--- config.mk ---
export PLATFORM = sky130hd
export DESIGN_NAME = dmem_ctrl
export DESIGN_NICKNAME = d
export VERILOG_FILES = /design/src/rtl/dmem_pkg.sv /design/src/rtl/dmem_write_buf.sv /design/src/rtl/dmem_ctrl.sv
export SDC_FILE = /design/constraint.sdc
export NUM_CORES = 1
export LEC_CHECK = 0
export ABC_AREA = 1
export ABC_CLOCK_PERIOD_IN_PS = 8500
export BUFFER_PORTS_ARGS = -buffer_cell sky130_fd_sc_hd__clkbuf_2
export CORE_UTILIZATION = 40
export CTS_BUF_LIST = sky130_fd_sc_hd__clkbuf_2
export CTS_CLUSTER_SIZE = 28
export DETAILED_ROUTE_END_ITERATION = 16
export PLACE_DENSITY_LB_ADDON = 0.12
export SETUP_SLACK_MARGIN = 0.05
export SYNTH_ARGS = -nofsm -noshare
export SYNTH_HDL_FRONTEND = slang
export SYNTH_SLANG_ARGS = --single-unit
--- constraint.sdc ---
create_clock -name clk -period 8.5 [get_ports clk]
set_clock_uncertainty 0.1 [all_clocks]
set_input_delay 0.425 -clock clk [delete_from_list [all_inputs] [get_ports clk]]
set_output_delay 0.425 -clock clk [all_outputs]
set_load 0.02 [all_outputs]
--- src/rtl/dmem_pkg.sv ---
// Shared types and constants for the data-memory responder and its write buffer.
`ifndef WORD_WIDTH
`define WORD_WIDTH 32
`endif

package dmem_pkg;
  localparam int DM_W   = `WORD_WIDTH;
  localparam int DM_AW  = 10;
  // Word index lives in byte-address bits [IDX_HI:IDX_LO]
  localparam int IDX_LO = 2;
  localparam int IDX_HI = DM_AW + 1;

  typedef struct packed {
    logic             valid;
    logic [DM_AW-1:0] addr;
    logic [DM_W-1:0]  data;
  } wb_entry_t;

  localparam int WB_ENTRY_W = $bits(wb_entry_t);
endpackage

--- src/rtl/dmem_write_buf.sv ---
// Coalescing store FIFO: match/coalesce on write, enqueue at tail, dequeue at head,
// and an associative forward-read port for loads.
module dmem_write_buf
  import dmem_pkg::*;
#(
  parameter int DEPTH = 4
)(
  input  logic             clk,
  input  logic             rst,
  input  logic             wr_en,
  input  logic [DM_AW-1:0] wr_addr,
  input  logic [DM_W-1:0]  wr_data,
  input  logic             deq,
  input  logic [DM_AW-1:0] rd_addr,
  output logic             wr_hit,
  output logic             wr_hit_head,
  output logic             full,
  output logic             empty,
  output wb_entry_t        head,
  output logic             rd_hit,
  output logic [DM_W-1:0]  rd_data
);
  localparam int PW = $clog2(DEPTH);

  wb_entry_t     ent [DEPTH];
  logic [PW-1:0] hd, tl, wr_idx;
  logic [PW:0]   cnt;
  logic          do_deq, do_enq;

  // Coalescing guarantees at most one valid entry per word address
  always_comb begin
    wr_hit  = 1'b0;
    wr_idx  = '0;
    rd_hit  = 1'b0;
    rd_data = '0;
    for (int i = 0; i < DEPTH; i++) begin
      if (ent[i].valid && ent[i].addr == wr_addr) begin
        wr_hit = 1'b1;
        wr_idx = PW'(i);
      end
      if (ent[i].valid && ent[i].addr == rd_addr) begin
        rd_hit  = 1'b1;
        rd_data = ent[i].data;
      end
    end
  end

  assign wr_hit_head = wr_hit && (wr_idx == hd);
  assign full        = (cnt == (PW+1)'(DEPTH));
  assign empty       = (cnt == '0);
  assign head        = ent[hd];
  assign do_deq      = deq && !empty;
  assign do_enq      = wr_en && !wr_hit && (!full || do_deq);

  always_ff @(posedge clk or posedge rst) begin
    if (rst) begin
      hd  <= '0;
      tl  <= '0;
      cnt <= '0;
      for (int i = 0; i < DEPTH; i++) ent[i] <= '0;
    end else begin
      if (do_deq) begin
        ent[hd].valid <= 1'b0;
        hd            <= hd + 1'b1;
      end
      if (wr_en && wr_hit) ent[wr_idx].data <= wr_data;
      // When full, tail aliases head: enqueue overrides the dequeue clear above
      if (do_enq) begin
        ent[tl] <= '{valid: 1'b1, addr: wr_addr, data: wr_data};
        tl      <= tl + 1'b1;
      end
      cnt <= cnt + (PW+1)'(do_enq) - (PW+1)'(do_deq);
    end
  end
endmodule

--- src/rtl/dmem_ctrl.sv ---
// Data-memory responder: 1-cycle loads with store forwarding, stores drained via write buffer.
// Optional DMEM_STATS_EN adds forward/coalesce event counters.
module dmem_ctrl
  import dmem_pkg::*;
#(
  parameter int W       = DM_W,
  parameter int DEPTH   = 4,
  parameter int SRAM_AW = DM_AW
)(
  input  logic               clk,
  input  logic               rst,
  input  logic               load_en,
  input  logic [W-1:0]       l_addr,
  output logic [W-1:0]       l_data,
  input  logic               store_en,
  input  logic [W-1:0]       s_addr,
  input  logic [W-1:0]       s_data,
  output logic               sram_en,
  output logic               sram_we,
  output logic [SRAM_AW-1:0] sram_addr,
  output logic [W-1:0]       sram_wdata,
  input  logic [W-1:0]       sram_rdata,
  output logic               wb_empty,
  output logic               proto_err
`ifdef DMEM_STATS_EN
  ,
  output logic [W-1:0]       stat_fwd,
  output logic [W-1:0]       stat_coal
`endif
);
  logic [SRAM_AW-1:0] l_idx, s_idx;
  wb_entry_t          head;
  logic               wr_hit, wr_hit_head, full, empty, rd_hit;
  logic [W-1:0]       rd_data;
  logic               coal_head, deq, drop;
  logic               load_q, fwd_hit_q;
  logic [W-1:0]       fwd_q, hold_q, ret;
  logic               unused_bits;

  assign l_idx = l_addr[IDX_HI:IDX_LO];
  assign s_idx = s_addr[IDX_HI:IDX_LO];
  assign unused_bits = ^{l_addr[1:0], l_addr[W-1:IDX_HI+1],
                         s_addr[1:0], s_addr[W-1:IDX_HI+1], head.valid};

  dmem_write_buf #(.DEPTH(DEPTH)) u_wb (
    .clk         (clk),
    .rst         (rst),
    .wr_en       (store_en),
    .wr_addr     (s_idx),
    .wr_data     (s_data),
    .deq         (deq),
    .rd_addr     (l_idx),
    .wr_hit      (wr_hit),
    .wr_hit_head (wr_hit_head),
    .full        (full),
    .empty       (empty),
    .head        (head),
    .rd_hit      (rd_hit),
    .rd_data     (rd_data)
  );

  // A store landing on the draining head keeps the entry; SRAM gets the newest data now
  assign coal_head = store_en && wr_hit_head;
  assign deq       = !load_en && !empty && !coal_head;
  assign drop      = store_en && !wr_hit && full && !deq;
  assign wb_empty  = empty;

  always_comb begin
    sram_en    = 1'b0;
    sram_we    = 1'b0;
    sram_addr  = '0;
    sram_wdata = '0;
    if (!rst) begin
      if (load_en) begin
        sram_en   = 1'b1;
        sram_addr = l_idx;
      end else if (!empty) begin
        sram_en    = 1'b1;
        sram_we    = 1'b1;
        sram_addr  = head.addr;
        sram_wdata = coal_head ? s_data : head.data;
      end
    end
  end

  assign ret    = fwd_hit_q ? fwd_q : sram_rdata;
  assign l_data = load_q ? ret : hold_q;

  always_ff @(posedge clk or posedge rst) begin
    if (rst) begin
      load_q    <= 1'b0;
      fwd_hit_q <= 1'b0;
      fwd_q     <= '0;
      hold_q    <= '0;
      proto_err <= 1'b0;
    end else begin
      load_q <= load_en;
      if (load_en) begin
        fwd_hit_q <= rd_hit;
        fwd_q     <= rd_data;
      end
      if (load_q) hold_q <= ret;
      if (drop) proto_err <= 1'b1;
    end
  end

`ifdef DMEM_STATS_EN
  always_ff @(posedge clk or posedge rst) begin
    if (rst) begin
      stat_fwd  <= '0;
      stat_coal <= '0;
    end else begin
      if (load_en && rd_hit) stat_fwd <= stat_fwd + 1'b1;
      if (store_en && wr_hit) stat_coal <= stat_coal + 1'b1;
    end
  end
`endif
endmodule

# Word-level counts from Yosys, hierarchy flattened

Index checks and enable logic that the tools add are counted.

ROM bits: 0
Register bits after elaboration: 246
Memories: 0
Output and inout bits: 78
Memory bits (writable): 0
Bits in latches: 0

Muxes and demuxes: 44
Bitwise logic cells: 3
Multiply operators: 0
Reductions and logical operators: 29
Order comparisons: 6
Shift operators: 0
Add/sub/neg operators: 4
Divide/modulo/power cells: 0
Equality and inequality tests: 10

Operator list:

| operator                                                                      | number |
|---|---|
| 172-bit bitwise mux                                                           | 3 |
| 172-bit 2-to-1 mux                                                            | 3 |
| 32-bit 2-to-1 mux                                                             | 11 |
| 43-bit demux with 2-bit select                                                | 3 |
| 43-bit binary-select mux with 2-bit select                                    | 1 |
| 43-bit 2-to-1 mux                                                             | 2 |
| 42-bit 2-to-1 mux                                                             | 2 |
| 10-bit equality test                                                          | 8 |
| 10-bit 2-to-1 mux                                                             | 3 |
| 1-bit logical AND                                                             | 21 |
| 1-bit 2-to-1 mux                                                              | 14 |
| 3-bit greater-or-equal comparator (second input constant)                     | 3 |
| 3-bit by 1-bit less-than comparator with 1-bit output (second input constant) | 3 |
| 2-bit inverter with 3-bit output                                              | 3 |
| 1-bit logical NOT                                                             | 6 |
| 2-bit by 1-bit adder with 2-bit output (second input constant)                | 2 |
| 2-bit 2-to-1 mux                                                              | 2 |
| 3-bit by 1-bit adder with 3-bit output                                        | 1 |
| 3-bit equality test (second input constant)                                   | 1 |
| 3-bit logical NOT                                                             | 1 |
| 3-bit by 1-bit subtractor with 3-bit output                                   | 1 |
| 2-bit equality test                                                           | 1 |
| 1-bit logical OR                                                              | 1 |

# Logic depth before layout (Yosys ltp)

Depth after elaboration: 16
Depth in mapped cells: 23
Depth with buffers taken out: 21

# Cells and area by module

From an unflattened synthesis, not the netlist that was laid out.

Cells, all modules: 2283
Area, all modules: 15233.4 um^2

Modules (own cells, without submodules):

| module         | times used | area each (um^2) | cells each |
|---|---|---|---|
| dmem_write_buf | 1          | 11265.8          | 1683 |
| dmem_ctrl      | 1          | 3967.6           | 600 |

# Worst setup path before layout

OpenSTA, ideal clock, no wires.

Path type: input to output
Start: input rst
End: output sram_wdata[10]
Setup slack: 0.688 ns
Arrival: 7.287 ns
Cell stages on the path: 4
Buffers on the path: 1
Cell sequence: inv_1 nand2_1 clkbuf_1 a211oi_1

Cells in the longest elaborated chain, start to end: 1

RTL lines:

| item               | RTL line        | text |
|---|---|---|
| start: declaration | dmem_ctrl.sv:11 | `input logic rst,` |
| 32-bit 2-to-1 mux  | dmem_ctrl.sv:73 | `if (!rst) begin` |
| end: declaration   | dmem_ctrl.sv:21 | `output logic [W-1:0] sram_wdata,` |

No other way between the ends.

# Worst setup path in the final report

Start: register u_wb.hd[0]
End: output sram_wdata[1]

Cells in the longest elaborated chain, start to end: 8

RTL lines:

| item                                                   | RTL line             | text |
|---|---|---|
| start: declaration                                     | dmem_write_buf.sv:26 | `logic [PW-1:0] hd, tl, wr_idx;` |
| start signal: assignment                               | dmem_write_buf.sv:64 | `hd <= hd + 1'b1;` |
| 2-bit inverter with 3-bit output (implied by the code) | dmem_write_buf.sv:51 | `assign head = ent[hd];` |
| 43-bit binary-select mux with 2-bit select             | dmem_write_buf.sv:51 |  |
| 42-bit 2-to-1 mux (implied by the code) (2 in a row)   | dmem_write_buf.sv:51 |  |
| 32-bit 2-to-1 mux *                                    | dmem_ctrl.sv:81      | `sram_wdata = coal_head ? s_data : head.data;` |
| 32-bit 2-to-1 mux *                                    | dmem_ctrl.sv:77      | `end else if (!empty) begin` |
| 32-bit 2-to-1 mux *                                    | dmem_ctrl.sv:74      | `if (load_en) begin` |
| 32-bit 2-to-1 mux *                                    | dmem_ctrl.sv:73      |  |

Mark *: on every way between the ends. The rest lies on a longest branch, timed or not. The select of a mux whose other input is x is not followed.

==> flow_summary.json <==
{
  "outcome": "finished, final reports clean",
  "synth_edf_count": 0,
  "clk_pin_slew_worst_paths_ns": 0.11,
  "cts_inserted_buffers": 77,
  "drcViolationCount": 0,
  "wl_um": 74920,
  "finalSetupTns_ns": 0,
  "drtIter0Drc": 1688,
  "fin_hold_ws_ns": 0.09003,
  "worstSetupPathType": "register to output pin",
  "dieWidth_um": 216.1,
  "worst_pin_slew_ns": 1.192,
  "synth.net_count": 3017,
  "nNetsFinal": 3159,
  "worstPathMaxFanout": 63,
  "async_flop_share": 1.000,
  "ys_seq_area_frac": 0.3357,
  "multiInputGateArea_mm2": 0.01013,
  "syn_area_mm2": 0.01834,
  "crit_path_max_incr_delay_ns": 0.99,
  "ys_seq_elements": 246,
  "grt_pass1_vias": 19387,
  "vdd_drop_max_mv": 0.1535,
  "io_pins": 210,
  "place_area_mm2": 0.01918,
  "die_h_um": 216.1,
  "initial_core_util": 0.4049,
  "area_growth_pct": 12.26,
  "setup_viol": 0,
  "drive_gt1_frac": 0.1176,
  "power_leakage_nw": 11.00,
  "max_clock_freq_mhz": 181.9,
  "startpoint": "u_wb.hd[0]",
  "core_region_area_mm2": 0.04528,
  "cts_sinks": 246,
  "crit_buf_inv": 4,
  "hold_viol_final": 0,
  "path_cells": "buf_4, nand2_1, nand2_1, nand3_2, inv_2, buf_4, nor2_1, a211oi_1, clkbuf_2",
  "vias_per_cell": 5.565,
  "drv_cap": 0,
  "hold_class": "primary input to asynchronous set/reset pin",
  "cts-htree-levels": 3,
  "drtAntennaViolNets": 0,
  "r2r_end": "u_wb.ent[124]",
  "min_period_ns": 5.498,
  "seq_area_mm2": 0.006158,
  "yosysUniqueCellTypes": 43,
  "first_pass_iters": 6,
  "ys.flop_type": "dfrtp_1",
  "num_rows": 78,
  "fin_util": 0.4545,
  "synth_area_leaders": "dfrtp_1, nand2_1, o21ai_0, inv_1, nand3_1",
  "ctsRootBufferMaster": "clkbuf_2",
  "required_ns": 7.98,
  "routabilityCongestion": 0.9915,
  "dp_hpwl_um": 43940,
  "cp_slowest_cell": "dfrtp_2",
  "fin_crit_sh": 0.6468,
  "syn_avg_cell_area_um2": 6.378,
  "reg2reg_from": "u_wb.hd[0]",
  "rsz0062_at_grt": "false",
  "cp.arrival_ns": 4.97,
  "nFillCells": 4883,
  "io_buffers": 165,
  "synth_top_area_cell": "dfrtp_1",
  "powerDensity_mw_per_mm2": 294.2,
  "dieArea_mm2": 0.04670,
  "end_kind": "output pin",
  "grt_overflow": 0,
  "grt_max_degree": 97,
  "vias": 20355,
  "synth_top_cell_area_share": 0.3357,
  "antenna_found_initial": 8,
  "crit_family": "buffers and inverters",
  "syn_inst": 2875,
  "final_cell_area_mm2": 0.02058,
  "post-cts-setup-buffers": 0,
  "track_usage": 0.3203,
  "maxSlewViolCount": 0,
  "relSlewSlack": 0.2042,
  "reg2reg_depth": 11,
  "r2r_setup_slack_ns": 4.10,
  "ys.warnings.count": 0,
  "grt_first_pass_wirelength_um": 115000,
  "clockBufferDepth": 3,
  "tritoncts": "built",
  "worst_setup_path_start_kind": "register",
  "drt-wirelength-per-cell_um": 20.48,
  "clkLatencyLatePin_ns": 1.09
}
-- cell type report --
type                            instances  share of cell area
Clock inverter                         11            0.003890
Sequential cell                       246              0.2992
Antenna cell                            6           0.0007294
Tap cell                              600             0.03647
Timing Repair Buffer                  275             0.08984
Clock buffer                          103             0.02504
Multi-Input combinational cell       2132              0.4924
Inverter                              285             0.05246
-- worst min-delay path: stages --
cell and delay (ns):
dlygate4sd3_1 0.54, clkbuf_2 0.27, inv_8 0.50
-- synth_stat cells (9+ instances only) --
| cell | n |
|---|---|
| xnor2_1 | 11 |
| buf_4 | 15 |
| a31oi_1 | 32 |
| a211oi_1 | 32 |
| nand3_2 | 11 |
| ha_1 | 9 |
| inv_1 | 263 |
| buf_2 | 37 |
| inv_2 | 16 |
| nor2_1 | 101 |
| o21a_1 | 96 |
| nand4_1 | 126 |
| nand2_1 | 1102 |
| dfrtp_1 | 246 |
| o21ai_0 | 242 |
| o211ai_1 | 33 |
| o32ai_1 | 9 |
| buf_1 | 29 |
| clkbuf_1 | 118 |
| nand3_1 | 178 |
| buf_6 | 12 |
| a21oi_1 | 91 |
| o21ai_1 | 9 |
-- metal layers --
layer  wire length [um]  global-route usage  vias up
li1                   -                   -     9699
met1              32410              0.4322     9524
met2              33220              0.5024      925
met3               6790             0.06765      203
met4               2475              0.1200        4
met5                 24                   0        -
-- sequential cells by signal, indices dropped and copies added, names as in the netlist --
signal and flops:
u_wb.ent 172, fwd_q 32, hold_q 32, u_wb.cnt 3, u_wb.hd 2, u_wb.tl 2
fwd_hit_q 1, load_q 1, proto_err 1
-- worst max-delay path by stage --
| stage | to | slack, ns | depth (start not counted) |
|---|---|---|---|
| 2_1_floorplan | sram_wdata[10] | 0.69 | 4 |
| 3_3_place_gp | sram_wdata[1] | 3.99 | 18 |
| 3_5_place_dp | u_wb.ent[136] | 4.01 | 17 |
| 4_1_cts | sram_wdata[1] | 2.99 | 9 |
| 5_1_grt | sram_wdata[1] | 2.70 | 9 |
| 6_report | sram_wdata[1] | 3.00 | 9 |
-- kinds of logic after synthesis --
group	synth area share
and+or+nand+nor	0.3560
AOI/OAI and AO/OA	0.1792
buffers and inverters	0.1133
DFF	0.3357
xor gates and xnor gates	0.008598
adders and majority gates	0.007233
-- through the flow --
stage / cells / power, W / worst slack (ns)
CTS: 3652 / 0.006046 / 2.992
detailed placement: 3459 / 0.005062 / 4.008
global route: 3658 / 0.006604 / 2.700
global placement: 3459 / 0.004980 / 3.985
floorplan: 2875 / 0.004212 / 0.6882
finish: 3658 / 0.006057 / 3.002
-- repair_timing --
item / CTS / global route
hold endpoints to repair: 278 / 0
hold buffers: 79 / 0
gates resized for setup: 0 / 0
-- cell usage in the layout (no fill, tap or decap), types with 2 or more instances in the layout --
master / instances
nand2_1: 1099
clkbuf_2: 268
inv_1: 260
dfrtp_1: 244
o21ai_0: 242
nand3_1: 176
nand4_1: 126
nor2_1: 101
o21a_1: 96
a21oi_1: 91
dlygate4sd3_1: 79
o211ai_1: 33
a31oi_1: 32
a211oi_1: 32
buf_4: 31
inv_2: 22
nand3_2: 13
xnor2_1: 11
o21ai_1: 9
o32ai_1: 9
ha_1: 8
clkinv_1: 7
nor3_1: 7
o22ai_1: 7
xor2_1: 7
diode_2: 6
nand2_2: 4
nand2_4: 4
nand3b_1: 4
nor4_1: 4
o2111ai_1: 3
clkinvlp_4: 3
nor2_2: 2
nor3b_1: 2
and3_1: 2
dfrtp_2: 2
-- power breakdown --
group	switching [W]	leakage, nW	internal (W)	total, W
combinational	0.00209	7.42	0.00109	0.00318
sequential	0.000387	3.12	0.00156	0.00194
clock	0.000583	0.461	0.000350	0.000933
Power figures use the tool's default switching activity.
